$ cat config.mk
export PLATFORM = sky130hd
export DESIGN_NAME = signed_fixed_point_mult
export DESIGN_NICKNAME = d
export VERILOG_FILES = /design/src/rtl/fixed_point_pkg.sv /design/src/rtl/fxp_saturate.sv /design/src/rtl/signed_fixed_point_mult.sv
export SDC_FILE = /design/constraint.sdc
export NUM_CORES = 2
export LEC_CHECK = 0
export ABC_AREA = 1
export BUFFER_PORTS_ARGS = -buffer_cell sky130_fd_sc_hd__buf_4
export CAP_MARGIN = 20
export CELL_PAD_IN_SITES_DETAIL_PLACEMENT = 0
export CELL_PAD_IN_SITES_GLOBAL_PLACEMENT = 2
export CORE_AREA = 2 2 424 426
export CTS_BUF_LIST = sky130_fd_sc_hd__clkbuf_16
export DETAILED_ROUTE_END_ITERATION = 10
export DIE_AREA = 0 0 426 428
export PLACE_DENSITY = 0.63
export RECOVER_POWER = 50
export SLEW_MARGIN = 15
export SYNTH_ARGS = -nofsm -noshare
export SYNTH_HDL_FRONTEND = slang
export SYNTH_HIERARCHICAL = 1
export SYNTH_SLANG_ARGS = --single-unit
$ cat constraint.sdc
create_clock -name CLK -period 3.2 [get_ports CLK]
set_clock_uncertainty 0.05 [all_clocks]
set_input_delay 0.16 -clock CLK [delete_from_list [all_inputs] [get_ports CLK]]
set_output_delay 0.16 -clock CLK [all_outputs]
set_load 0.02 [all_outputs]
$ cat src/rtl/fixed_point_pkg.sv
// Shared fixed-point helpers: Q-format widths, saturation constants and
// the default Q4.29 datapath constants.
package fixed_point_pkg;

   localparam int unsigned SAT_MAX_W = 128;

   typedef logic [SAT_MAX_W-1:0] sat_word_t;

   function automatic int unsigned total_w(input int unsigned d, input int unsigned f);
      return d + f;
   endfunction

   function automatic int unsigned prod_w(input int unsigned d, input int unsigned f);
      return 2 * (d + f);
   endfunction

   // Callers truncate these to the target width w.
   function automatic sat_word_t sat_max(input int unsigned w);
      return (sat_word_t'(1) << (w - 1)) - sat_word_t'(1);
   endfunction

   function automatic sat_word_t sat_min(input int unsigned w);
      return sat_word_t'(1) << (w - 1);
   endfunction

   localparam int unsigned          Q4_29_W    = 33;
   localparam logic [Q4_29_W-1:0]   Q4_29_ONE  = Q4_29_W'(1) << 29;
   localparam logic [Q4_29_W-1:0]   Q4_29_FOUR = Q4_29_W'(4) << 29;

endpackage

$ cat src/rtl/fxp_saturate.sv
// Clamp a wide two's-complement value into OUT_W bits, flagging overflow.
// Purely combinational so adders and multipliers can share it.
module fxp_saturate
   import fixed_point_pkg::*;
#(
   parameter int unsigned IN_W  = 66,
   parameter int unsigned OUT_W = 33
) (
   input  logic [IN_W-1:0]  val_i,
   output logic [OUT_W-1:0] sat_c_o,
   output logic             ovf_c_o
);

   localparam int unsigned HI_W = IN_W - OUT_W + 1;

   if (OUT_W < 1 || OUT_W > IN_W || OUT_W > SAT_MAX_W) begin : g_bad_cfg
      $error("fxp_saturate: illegal width parameters");
   end

   logic [HI_W-1:0] hi;
   logic            fits;

   // Value fits when every bit from the target sign bit upward agrees.
   assign hi   = val_i[IN_W-1:OUT_W-1];
   assign fits = (&hi) | ~(|hi);

   always_comb begin
      sat_c_o = val_i[OUT_W-1:0];
      ovf_c_o = 1'b0;
      if (!fits) begin
         ovf_c_o = 1'b1;
         sat_c_o = val_i[IN_W-1] ? OUT_W'(sat_min(OUT_W)) : OUT_W'(sat_max(OUT_W));
      end
   end

endmodule

$ cat src/rtl/signed_fixed_point_mult.sv
// Two-stage signed fixed-point multiplier: Q(iD).(iF) x Q(iD).(iF) -> Q(oD).(oF),
// floor truncation and saturation, one operand pair per clock.
module signed_fixed_point_mult
   import fixed_point_pkg::*;
#(
   parameter int unsigned iD = 4,
   parameter int unsigned iF = 29,
   parameter int unsigned oD = 4,
   parameter int unsigned oF = 29
) (
   input  logic                         CLK,
   input  logic                         RST_N,
   input  logic                         in_valid,
   input  logic [total_w(iD, iF)-1:0]   A,
   input  logic [total_w(iD, iF)-1:0]   B,
   output logic                         out_valid,
   output logic [total_w(oD, oF)-1:0]   O,
   output logic                         ovf
);

   localparam int unsigned PW = prod_w(iD, iF);
   localparam int unsigned OW = total_w(oD, oF);
   localparam int unsigned SH = 2 * iF - oF;

   if (iD < 1 || oD < 1 || oF > 2 * iF || oD > 2 * iD || OW > SAT_MAX_W) begin : g_bad_cfg
      $error("signed_fixed_point_mult: illegal Q-format parameters");
   end

   logic signed [PW-1:0] prod_d, prod_q;
   logic                 vld1_q;
   logic signed [PW-1:0] aligned;
   logic [OW-1:0]        sat_val;
   logic                 sat_ovf;
   logic [OW-1:0]        o_d, o_q;
   logic                 ovf_d, ovf_q;
   logic                 vld2_q;

   // Full-precision signed product, left to synthesis for DSP mapping.
   always_comb prod_d = PW'($signed(A)) * PW'($signed(B));

   always_ff @(posedge CLK or negedge RST_N) begin
      if (!RST_N) begin
         prod_q <= '0;
         vld1_q <= 1'b0;
      end else begin
         vld1_q <= in_valid;
         if (in_valid) prod_q <= prod_d;
      end
   end

   // Arithmetic shift drops the low fraction bits, i.e. rounds toward -inf.
   always_comb aligned = prod_q >>> SH;

   fxp_saturate #(
      .IN_W  (PW),
      .OUT_W (OW)
   ) u_sat (
      .val_i   (aligned),
      .sat_c_o (sat_val),
      .ovf_c_o (sat_ovf)
   );

   always_comb begin
      o_d   = o_q;
      ovf_d = ovf_q;
      if (vld1_q) begin
         o_d   = sat_val;
         ovf_d = sat_ovf;
      end
   end

   always_ff @(posedge CLK or negedge RST_N) begin
      if (!RST_N) begin
         o_q    <= '0;
         ovf_q  <= 1'b0;
         vld2_q <= 1'b0;
      end else begin
         o_q    <= o_d;
         ovf_q  <= ovf_d;
         vld2_q <= vld1_q;
      end
   end

   assign out_valid = vld2_q;
   assign O         = o_q;
   assign ovf       = ovf_q;

endmodule

==> flow_summary_export.csv <==
group,metric,value,unit
outcome,status,"finished, violations left",
outcome,violations,"max-capacitance violations, max-slew violations, negative setup slack",
routing,ant_nets,0,
synth,ys_types,35,
place,hpwl,130000,um
synth,async_flop_share,1.00,
synth,syn_area,0.0441,mm2
sta,max_slew_margin,-0.323,
worst_setup_path,crit_arrival,6.72,ns
worst_setup_path,crit_required,3.38,ns
sta,holdWs,0.255,ns
routing,drt_pre_antenna_iters,6,
worst_setup_path,cp-start-kind,"input pin",
worst_setup_path,crit_fanout,6,
die,rows,155,
sta,tns,-117.89,ns
routing,wl,148000,um
grt,grt_pass1_wl,234000,um
die,dieArea,0.182,mm2
job,cap_violations,2,
clocking,clock-sinks,73,
clocking,clock_tree.root_cell,"clkbuf_16",
die,die_y,428,um
final_layout,synthToLayoutAreaGrowth,29.1,%
sta,slew_viol_final,105,
grt,grt_usage,0.167,
worst_setup_path,crit_slowest_cell,"fa_2",
routing,drt_iter0_drc,1420,
worst_setup_path,r2r_setup_slack,0.83,ns
sta,finalSetupViolCount,37,
sta,final_hold_viol_count,0,
final_layout,drive_above_1_share,0.235,
grt,grt_max_degree,74,
sta,timing_worst_slew_pin_value,1.98,ns
synth,synth_top_flop_cell,"dfrtp_1",
synth,ys_seq_area_frac,0.0414,
worst_setup_path,criticalPathCategory,"input pin to register",
place,portBuffers,103,
synth,syn_nets,7075,
grt,grt_pass1_vias,39400,
clocking,cts_tree,"built",
sta,clock.fmax,153,MHz
worst_setup_path,worstSetupStartpoint,"A[32]",
synth,yosys_warnings,6,
routing,wl_per_cell,17.4,um
worst_setup_path,cpMostUsedCell,"fa_1",
place,placed_area,0.0526,mm2
clocking,cts_buffers,9,
worst_setup_path,ff2ff_path_depth,9,
die,die_x,426,um
worst_setup_path,reg2reg_from,"prod_q[65]$_DFFE_PN0P_",
die,ioPinCount,104,
worst_setup_path,endpoint,"prod_q[60]$_DFFE_PN0P_",
sta,period_minus_slack,6.54,ns
die,start_util,0.248,
sta,rsz0062_at_grt,"yes",
worst_setup_path,cp_slowest_stage_delay,0.59,ns
grt,grt_antenna_before_repair,2,
sta,final.period_utilization,2.04,
routing,drc_errors,0,
synth,synth_top_cell_by_area,"fa_1",
synth,netlist_top_cells_count,"inv_1, nand2_1, fa_1, clkbuf_1, ha_1",
final_layout,nFillCells,19200,
die,core-area,0.178,mm2
place,gp_congestion,0.840,
worst_setup_path,r2r_end,"O[9]$_DFFE_PN0P_",
synth,netlist.area_leader.share,0.519,
clocking,clock_latency,0.34,ns
final_layout,n_antenna_cell,0,
grt,grt.overflow.total,0,
clocking,clockBufferDepth,2,
clocking,cts.clk_slew.worst_paths,0.06,ns
hold_path,hold_path.class,"input pin to register",
synth,ys_seq_elements,73,
final_layout,fin_nets,7590,
synth,syn_avg_cell_area,7.81,um2
routing,via_count,34800,
sta,layout_setup_ws,-3.34,ns
synth,ys_top_cells_by_area,"fa_1, inv_1, nand2_1, ha_1, dfrtp_1",
routing,viasPerCell,4.09,
final_layout,fin_area,0.0570,mm2
clocking,htreeDepth,3,
synth,synth_cells,5650,
synth,synth_edf_count,0,
synth,yosysMostFrequentCell,"inv_1",
worst_setup_path,endpoint_kind,"register",
==> layout by cell type (no fill, tap or decap), drive strengths merged, types with 6 or more instances in the layout <==
cell type,instances
a21oi,82
buf,737
clkbuf,52
dfrtp,73
fa,1144
ha,212
inv,1848
mux2,34
nand2,1524
nand3,94
nand3b,6
nand4,17
nor2,213
nor3,6
o21ai,66
o21bai,12
xnor2,9
xor2,8
==> registers in the layout (all words and copies together), names as in the netlist <==
name,flops
O,33
vld1_q,1
ovf,1
prod_q,37
out_valid,1
==> metal layers <==
layer | track usage | up-vias | part of all wire
met5 | 0 | - | 0.00011
met4 | 0.0217 | 2 | 0.014
met1 | 0.218 | 17900 | 0.44
li1 | - | 16500 | -
met3 | 0.00905 | 80 | 0.023
met2 | 0.309 | 380 | 0.52
==> worst max-delay path: cells and delay by family <==
family	cells	cell delay, ns
AO/OA/AOI/OAI	1	0.07
AND/OR/NAND/NOR	9	0.76
buffers and inverters	14	1.20
adder cells (fa/ha/maj)	9	4.48
==> repair_timing <==
action / in CTS / in global routing
hold buffers: 1 / 0
gates cloned: 4 / 6
buffers inserted: 44 / 41
setup endpoints to repair: 37 / 37
pin swaps: 179 / 272
gates resized for setup: 481 / 428
endpoints found under the hold margin: 73 / 0
==> kinds of logic after synthesis <==
group	synth area share
flip-flops	0.0414
multiplexers	0.00867
AO/OA/AOI/OAI	0.0208
XOR/XNOR	0.00337
buffers and inverters	0.182
adder cells (fa/ha/maj)	0.579
AND/OR/NAND/NOR	0.165
==> stage by stage <==
step / utilization / worst slack (ns) / instances
global route: 0.321 / -3.58 / 8525
CTS: 0.310 / -3.36 / 8482
floorplan: - / -3.72 / 5650
global placement: 0.296 / -4.28 / 8418
finish: 0.321 / -3.34 / 8525
detailed placement: 0.296 / -4.29 / 8418
==> layout make-up <==
cell class	instances	area, um2	share of cell area
clock buffer	9	225	0.00395
clock inverter	7	119	0.00209
inverter	1849	6970	0.122
multi-input combinational	3450	37400	0.657
sequential	73	1830	0.0320
tap	2355	2950	0.0517
timing repair buffer	782	7490	0.131
==> worst min path at each step <==
| stage | startpoint | end | slack (ns) | depth (start not counted) |
|---|---|---|---|---|
| floorplan | RST_N | O[0]$_DFFE_PN0P_ | -0.19 | 0 |
| global placement | RST_N | O[5]$_DFFE_PN0P_ | 0.34 | 1 |
| detailed placement | RST_N | O[6]$_DFFE_PN0P_ | 0.34 | 1 |
| CTS | in_valid | prod_q[39]$_DFFE_PN0P_ | 0.23 | 3 |
| global route | in_valid | prod_q[42]$_DFFE_PN0P_ | 0.25 | 3 |
| finish | in_valid | prod_q[42]$_DFFE_PN0P_ | 0.26 | 3 |
Power is not shown: default switching activity piles up to over one toggle a cycle in this logic, so the estimate is an artifact.
